===== config.mk =====
export PLATFORM = sky130hd
export DESIGN_NAME = slot_reel_sequencer_flat
export DESIGN_NICKNAME = d
export VERILOG_FILES = /design/src/rtl/slot_reel_sequencer_if.sv /design/src/rtl/slot_reel_sequencer.sv /design/src/flat_wrapper.sv
export SDC_FILE = /design/constraint.sdc
export NUM_CORES = 1
export LEC_CHECK = 0
export ABC_AREA = 1
export CAP_MARGIN = 20
export CELL_PAD_IN_SITES_DETAIL_PLACEMENT = 0
export CELL_PAD_IN_SITES_GLOBAL_PLACEMENT = 1
export CORE_MARGIN = 5
export CORE_UTILIZATION = 38
export CTS_BUF_LIST = sky130_fd_sc_hd__clkbuf_16
export CTS_CLUSTER_DIAMETER = 60
export DETAILED_ROUTE_END_ITERATION = 16
export GPL_TIMING_DRIVEN = 0
export PLACE_DENSITY_LB_ADDON = 0.08
export SYNTH_ARGS = -nofsm -noshare
export SYNTH_HDL_FRONTEND = slang
export SYNTH_SLANG_ARGS = --single-unit

===== constraint.sdc =====
create_clock -name clk -period 1.95 [get_ports clk]
set_input_delay 0.39 -clock clk [delete_from_list [all_inputs] [get_ports clk]]
set_output_delay 0.39 -clock clk [all_outputs]
set_load 0.01 [all_outputs]

===== src/rtl/slot_reel_sequencer_if.sv =====
// Interface between the game FSM and the reel sequencer.
// The game FSM drives fsm_state; the sequencer returns reel symbols and result flags.
interface slot_reel_sequencer_if #(
    parameter int SYM_W = 3
);
    logic [1:0]       fsm_state;
    logic [SYM_W-1:0] reel0;
    logic [SYM_W-1:0] reel1;
    logic [SYM_W-1:0] reel2;
    logic [2:0]       spinning;
    logic             reels_done;
    logic             win_flag;
    logic             pair_flag;

    // Sequencer side
    modport slave (
        input  fsm_state,
        output reel0, reel1, reel2, spinning, reels_done, win_flag, pair_flag
    );

    // Game FSM side
    modport master (
        output fsm_state,
        input  reel0, reel1, reel2, spinning, reels_done, win_flag, pair_flag
    );
endinterface


===== src/rtl/slot_reel_sequencer.sv =====
// Three-reel slot sequencer: spins the reels at a prescaled rate while the game
// FSM is in RUN, freezes them one by one with a fixed stagger on STOP, then
// evaluates win/pair and holds the result until the game FSM returns to SET.
module slot_reel_sequencer #(
    parameter int SYM_W    = 3,
    parameter int SPIN_DIV = 4,
    parameter int STOP_GAP = 5
) (
    input  logic clk,
    input  logic rst,
    slot_reel_sequencer_if.slave bus
);
    localparam int PW = (SPIN_DIV > 1) ? $clog2(SPIN_DIV) : 1;
    localparam int GW = (STOP_GAP > 1) ? $clog2(STOP_GAP + 1) : 1;

    localparam logic [1:0] FSM_SET  = 2'b00;
    localparam logic [1:0] FSM_RUN  = 2'b01;
    localparam logic [1:0] FSM_STOP = 2'b10;

    typedef enum logic [2:0] {
        IDLE,
        SPIN,
        STOP0,
        STOP1,
        EVAL,
        HOLD
    } state_t;

    state_t           state_reg, state_next;
    logic [PW-1:0]    presc_reg, presc_next;
    logic [GW-1:0]    gap_reg, gap_next;
    logic [2:0]       spin_reg, spin_next;
    logic             done_reg, done_next;
    logic             win_reg, win_next;
    logic             pair_reg, pair_next;
    logic [SYM_W-1:0] reel_reg  [3];
    logic [SYM_W-1:0] reel_next [3];

    logic tick;
    logic eq01, eq12, eq02;
    logic all_eq, two_eq;

    assign tick = (spin_reg != 3'b000) && (presc_reg == PW'(SPIN_DIV - 1));

    assign eq01   = (reel_reg[0] == reel_reg[1]);
    assign eq12   = (reel_reg[1] == reel_reg[2]);
    assign eq02   = (reel_reg[0] == reel_reg[2]);
    assign all_eq = eq01 && eq12;
    // Equality is transitive, so "some pair equal but not all" means exactly two.
    assign two_eq = (eq01 || eq12 || eq02) && !all_eq;

    // Next-state, prescaler, stagger counter and result flags
    always_comb begin
        state_next = state_reg;
        spin_next  = spin_reg;
        gap_next   = gap_reg;
        done_next  = done_reg;
        win_next   = win_reg;
        pair_next  = pair_reg;
        if (spin_reg != 3'b000) begin
            presc_next = tick ? '0 : presc_reg + PW'(1);
        end else begin
            presc_next = presc_reg;
        end

        case (state_reg)
            IDLE: begin
                spin_next = 3'b000;
                done_next = 1'b0;
                win_next  = 1'b0;
                pair_next = 1'b0;
                if (bus.fsm_state == FSM_RUN) begin
                    state_next = SPIN;
                    spin_next  = 3'b111;
                    presc_next = '0;
                end
            end
            SPIN: begin
                if (bus.fsm_state == FSM_SET) begin
                    state_next = IDLE;
                    spin_next  = 3'b000;
                end else if (bus.fsm_state == FSM_STOP) begin
                    state_next = STOP0;
                    spin_next  = 3'b110;
                    gap_next   = '0;
                end
            end
            STOP0: begin
                if (bus.fsm_state == FSM_SET) begin
                    state_next = IDLE;
                    spin_next  = 3'b000;
                end else if (gap_reg == GW'(STOP_GAP - 1)) begin
                    state_next = STOP1;
                    spin_next  = 3'b100;
                    gap_next   = '0;
                end else begin
                    gap_next = gap_reg + GW'(1);
                end
            end
            STOP1: begin
                if (bus.fsm_state == FSM_SET) begin
                    state_next = IDLE;
                    spin_next  = 3'b000;
                end else if (gap_reg == GW'(STOP_GAP - 1)) begin
                    state_next = EVAL;
                    spin_next  = 3'b000;
                    gap_next   = '0;
                end else begin
                    gap_next = gap_reg + GW'(1);
                end
            end
            EVAL: begin
                if (bus.fsm_state == FSM_SET) begin
                    state_next = IDLE;
                end else begin
                    state_next = HOLD;
                    done_next  = 1'b1;
                    win_next   = all_eq;
                    pair_next  = two_eq;
                end
            end
            HOLD: begin
                if (bus.fsm_state == FSM_SET) begin
                    state_next = IDLE;
                    done_next  = 1'b0;
                    win_next   = 1'b0;
                    pair_next  = 1'b0;
                end
            end
            default: begin
                state_next = IDLE;
                spin_next  = 3'b000;
            end
        endcase
    end

    // Control and flag registers
    always_ff @(posedge clk) begin
        if (rst) begin
            state_reg <= IDLE;
            presc_reg <= '0;
            gap_reg   <= '0;
            spin_reg  <= 3'b000;
            done_reg  <= 1'b0;
            win_reg   <= 1'b0;
            pair_reg  <= 1'b0;
        end else begin
            state_reg <= state_next;
            presc_reg <= presc_next;
            gap_reg   <= gap_next;
            spin_reg  <= spin_next;
            done_reg  <= done_next;
            win_reg   <= win_next;
            pair_reg  <= pair_next;
        end
    end

    // Per-reel stepping. A reel advances only if it is still spinning after
    // this edge, so a reel frozen on a tick edge keeps its pre-tick symbol.
    generate
        for (genvar gi = 0; gi < 3; gi++) begin : g_reel
            localparam logic [SYM_W-1:0] STEP = (gi == 0) ? SYM_W'(1) :
                                                (gi == 1) ? SYM_W'(3) :
                                                {SYM_W{1'b1}};

            assign reel_next[gi] = (spin_next[gi] && tick) ? reel_reg[gi] + STEP
                                                           : reel_reg[gi];

            // Reel symbol register
            always_ff @(posedge clk) begin
                if (rst) begin
                    reel_reg[gi] <= SYM_W'(gi);
                end else begin
                    reel_reg[gi] <= reel_next[gi];
                end
            end
        end
    endgenerate

    assign bus.reel0      = reel_reg[0];
    assign bus.reel1      = reel_reg[1];
    assign bus.reel2      = reel_reg[2];
    assign bus.spinning   = spin_reg;
    assign bus.reels_done = done_reg;
    assign bus.win_flag   = win_reg;
    assign bus.pair_flag  = pair_reg;
endmodule


===== src/flat_wrapper.sv =====
// flat-port wrapper written by rule: the top's interface ports become plain ports
module slot_reel_sequencer_flat 
#(
    parameter int SYM_W    = 3,
    parameter int SPIN_DIV = 4,
    parameter int STOP_GAP = 5
)
  (clk, rst, bus_fsm_state, bus_reel0, bus_reel1, bus_reel2, bus_spinning, bus_reels_done, bus_win_flag, bus_pair_flag);
  slot_reel_sequencer_if #(.SYM_W(SYM_W)) bus_i ();
  input  logic clk;
  input  logic rst;
  input wire logic [$bits(bus_i.fsm_state)-1:0] bus_fsm_state;
  output wire logic [$bits(bus_i.reel0)-1:0] bus_reel0;
  output wire logic [$bits(bus_i.reel1)-1:0] bus_reel1;
  output wire logic [$bits(bus_i.reel2)-1:0] bus_reel2;
  output wire logic [$bits(bus_i.spinning)-1:0] bus_spinning;
  output wire logic [$bits(bus_i.reels_done)-1:0] bus_reels_done;
  output wire logic [$bits(bus_i.win_flag)-1:0] bus_win_flag;
  output wire logic [$bits(bus_i.pair_flag)-1:0] bus_pair_flag;
  assign bus_i.fsm_state = bus_fsm_state;
  assign bus_reel0 = bus_i.reel0;
  assign bus_reel1 = bus_i.reel1;
  assign bus_reel2 = bus_i.reel2;
  assign bus_spinning = bus_i.spinning;
  assign bus_reels_done = bus_i.reels_done;
  assign bus_win_flag = bus_i.win_flag;
  assign bus_pair_flag = bus_i.pair_flag;
  slot_reel_sequencer #(.SYM_W(SYM_W), .SPIN_DIV(SPIN_DIV), .STOP_GAP(STOP_GAP)) u_core (.clk(clk), .rst(rst), .bus(bus_i));
endmodule

---- After elaboration in Yosys (flattened, before gate mapping) ----
Memories as Yosys holds them, arrays and structs flattened.
Cells that the tools add are included.
W data, S select, Z words.
word-level totals
  RAM bits ................................ 9
  bits in registers ....................... 14
  input port bits ......................... 4
  memories ................................ 1
  logic and storage cells ................. 99
  output and inout port bits .............. 15
memories
  name             depth  width  read ports  clocked after memory_dff  write ports  RTL line                   source
  u_core.reel_reg  3      3      3           0                         3            slot_reel_sequencer.sv:36  logic [SYM_W-1:0] reel_reg [3];
cells by class
  bitwise logic cells ..................... 3
  $add $sub $neg .......................... 5
  reduce and logical (&&, ||, !) cells .... 19
  multiplexer cells ....................... 43
  equality and inequality tests ........... 21
operators with widths
  kind                   count
  $mux W3                26
  $pmux W3 S6            1
  $pmux W3 S5            1
  $eq A3 B3 Y1           3
  $eq A3 B3 Y1 const B   3
  $ne A3 B1 Y1 const B   3
  $pmux W1 S3            3
  $mux W2                4
  $mux W1                7
  $add A3 B1 Y3 const B  2
  $eq A3 B2 Y1 const B   2
  $logic_and A1 B1 Y1    6
  $ne A2 B1 Y1 const B   3
  $ne A2 B2 Y1 const B   3
  $pmux W3 S2            1
  $reduce_bool A3 Y1     2
  $reduce_and A5 Y1      1
  $eq A2 B2 Y1 const B   2
  $reduce_and A4 Y1      1
  $reduce_or A2 Y1       2
  $add A3 B2 Y3 const B  1
  $add A3 B3 Y3 const B  1
  $eq A3 B1 Y1 const B   1
  $logic_not A3 Y1       1
  8 further kinds        11

---- Longest topological paths before layout ----
  word-level depth ........................ 7
  mapped depth ............................ 11
  gate-level depth less buffers ........... 11

---- Worst setup path before layout ----
No wires, ideal clock.
  kind .................................... reg2reg
  start point ............................. register u_core.gap_reg[0]
  end point ............................... memory u_core.reel_reg[0][1]
  arrival time ............................ 1210 ps
  setup time .............................. 132 ps
  setup slack ............................. 608 ps
  period minus slack after synthesis ...... 1342 ps
  cell stages (with the launch flop) ...... 11
  path buffers ............................ 0
  required time ........................... 1818 ps
  path through ............................ dfxtp_1 inv_1 ha_1 nand2_1 nand3_2 nand3_1 nand2_1 nand2_1 nand2_1 nand2_1 a21oi_1
RTL lines
  item                      RTL line                    source
  start: declaration        slot_reel_sequencer.sv:31   logic [GW-1:0] gap_reg, gap_next;
  start signal: assignment  slot_reel_sequencer.sv:150  gap_reg <= gap_next;
  end: declaration          slot_reel_sequencer.sv:36

---- Worst setup path in the final report ----
  start point ............................. input bus_fsm_state[0]
  end point ............................... register u_core.gap_reg[2]
on the way
  longest elaborated chain between the ends .. 3
  elaborated cells between the ends (all ways) .. 6
  those cells by class .................... 4 x eq/ne; 2 x reduce/logical
RTL lines
  item                                                                  RTL line            source
  start: declaration                                                    flat_wrapper.sv:12  input wire logic [$bits(bus_i.fsm_state)-1:0] bus_fsm_state;
  $eq A2 B2 Y1 / $logic_not A2 Y1 (equally long branches)               --
  $ne A2 B1 Y1 (no source line) / $ne A2 B2 Y1 (equally long branches)  --
  $reduce_and A4 Y1 (no source line) (*)                                --
Mark *: on every way between the ends. The rest lies on a longest branch, timed or not.
A chain may end at the register's enable or synchronous reset.

==> impl_results.md <==
* Synth Cell Area at 0.00132 mm^2
* Sw Pwr at 486 uW
* Core area at 0.00336 mm^2
* CP top delay family: simple AND/OR/NAND/NOR gates
* Syn Inst Count at 190
* Die height at 69.0 um
* Number of fill cells at 380
* Power Dens Cells at 881 mW/mm^2
* Skew-Pair Late Insertion Delay at 260 ps
* Sw frac at 33.7%
* Top_reg_cell synth: dfxtp_1
* DR vias/cell at 4.96
* First-pass GRT wire length at 5420 um
* Status: complete, no violations
* Drt wl/cell at 12.6 um
* CP Launch Type: input port
* # resized after CTS at 0
* Max Slew Vio Count at 0
* Static Leakage at 0.691 nW
* Worst-path cell chain: clkdlybuf4s50_1, nor2_1, nor2_1, o21ai_2, o21ai_0, nor3_1
* Dpl hpwl at 2490 um
* Avg Cell Area, Syn at 6.95 um^2
* P_int at 956 uW
* Post-route cell area at 0.00164 mm^2
* Crit path buf inv count at 1
* DR WL met2 at 1460 um
* Site row count at 21
* Hold buffer count at cts at 0
* Number of synthesized register bits at 23
* Max reg flops at 9
* Num CTS Buffers at 3
* Total grt overflow at 0
* Pre-antenna DRT Iters at 4
* Layout cells sized above 1 at 5.19%
* Worst path most repeated cell: nor2_1
* Root buf cell: clkbuf_16
* Top cell type's share of synthesized area at 34.8%
* Flop pwr share at 38.5%
* Met3 Routed Length at 106 um
* Critical Path RT at 2130 ps
* WS Path Type: in2reg
* CTS Buffer Depth at 2
* CP max stage delay at 440 ps
* Total setup buffers inserted after CTS at 0
* Post-Route M1 WL at 1620 um
* Setup-failing EPs final at 0
* Post-synth EDFFs at 0
* Sequential cell area at 460 um^2
* Placer Congestion at 0.796
* Cell variety after synth at 22
* Vias in the first global route at 1182
* Antenna fix cells at 0
* MaxCap Viol Count at 0
* # nets final at 223
* Drc violations at 0
* Placed Instance Area at 0.00156 mm^2
* Most frequent cells in the layout: nand2_1 (41), nor2_1 (26), dfxtp_1 (23)
* Worst-path fanout max at 7
* Port Buffers at 18
* Initial antenna violation count at 0
* RSZ-0062 raised after global routing: no
* Most common cell after layout, fill and taps aside: nand2_1
* CP endpoint kind: flip-flop
* CTS tree: yes
* VDD IR-drop max at 610 uV
* Ranking of synthesized cells by area: dfxtp_1 (35%), nand2_1 (12%), a21oi_1 (7.6%)
* Worst hold path type: reg2reg
* Post-Syn Nets at 200
* H-tree levels at 1
* Clk_skew at 1.92 ps
* Via count at 1280
* Async set or reset register ratio after synthesis at 0%
* Total power at 1.44 mW
* Layout area overhead at 24.0%
* Clock share of power at 31.4%
* Chip Width at 69.0 um
* Fin. Hold Viols at 0
* Maximum number of pins on one net before global-route repair at 13
* Final ANT Viol Nets at 0
* Clk slew on worst S/H paths at 60 ps
* Gr usage total at 15.5%
* Final Cycle Share at 89.8%
* Slew margin rel. at 67.0%
* Sink Count at 23
* Drt first-iter violations at 70
* Combinational Power Share at 30.1%
* Synth area leader: dfxtp_1
* Slew @ Worst Pin at 495 ps
* Top sig layer: met4
* Synth warnings at 0
* Minimum clock period at 1750 ps
* Area occupied by multi-input gates at 766 um^2
* Register area share after synthesis at 34.8%
* Fmax at 571 MHz
* # IOs at 19
* Initial Util at 39.3%
* Routed WL at 3240 um
* Die ar. at 0.00476 mm^2
* Crit path DAT at 1930 ps
* Slowest stage cell, crit path: clkdlybuf4s50_1
cells in the mapped netlist, types with 2 or more instances:
cell,n
o21bai_1,2
xor2_1,2
o21ai_0,6
nand2_1,41
nand3_2,4
nor2_1,26
xnor2_1,10
inv_1,19
nor3_1,3
ha_1,6
dfxtp_1,23
nand3_1,19
a21oi_1,20
worst reg2reg max path, stage by stage, from the launching register on:
cell	delay [ps]
dfxtp_1	350
inv_1	70
ha_1	190
nand2_1	130
nand3_2	140
nor2_1	110
nor2_1	60
nand2_1	140
nand2_1	120
nand2_1	80
a21oi_1	50
routing by layer:
layer  up-vias  GRT usage, %
li1        666             -
met1       592          20.2
met2        17          24.3
met3         5          3.40
met4         0          7.30
met5         -             0
power groups by stage:
stage	clock network, mW	logic, mW	registers [mW]
final	0.452	0.435	0.555
after global routing	0.481	0.500	0.562
after CTS	0.467	0.441	0.555
after detailed placement	0	0.439	0.565
after global placement	0	0.427	0.562
after floorplan	0	0.321	0.562
area by class of cell:
type | count | area share (%)
multi-input combinational | 144 | 46.8
sequential | 23 | 28.1
timing repair buffer | 18 | 11.0
clock buffer | 3 | 4.58
inverter | 20 | 4.58
tap | 46 | 3.51
buffer | 3 | 1.22
clock inverter | 1 | 0.229
path summary, 6_finish.rpt:
check | start | endpoint | slack (ps) | depth (start not counted)
hold reg to reg | u_core.bus.reels_done | u_core.bus.reels_done | 460 | 2
setup / recovery | bus_fsm_state[0] | u_core.gap_reg[2] | 200 | 6
setup reg to reg | u_core.gap_reg[0] | u_core.reel_reg[2][2] | 370 | 10
hold / removal | u_core.bus.reels_done | u_core.bus.reels_done | 460 | 2
cells by family (layout without fill, tap and decap cells):
kind of cell | after synthesis | count (layout) | synth area share (%)
xor gates and xnor gates | 12 | 12 | 7.95
adders and majority gates | 6 | 6 | 5.68
and+or+nand+nor | 95 | 95 | 31.4
buffers and inverters | 23 | 45 | 7.20
AOI/OAI and AO/OA | 31 | 31 | 12.9
DFF | 23 | 23 | 34.8
through the flow:
step	hold slack (ps)	instances	worst slack [ps]	TNS, ps	util (%)
after floorplan	457	190	608	0	-
after global placement	448	254	-41.9	-151	46.4
after detailed placement	453	254	-68.1	-222	46.4
after CTS	463	258	218	0	48.7
after global routing	490	258	29.9	0	48.7
final	461	258	200	0	48.7
Note: power is estimated with default switching activity, not from simulation.
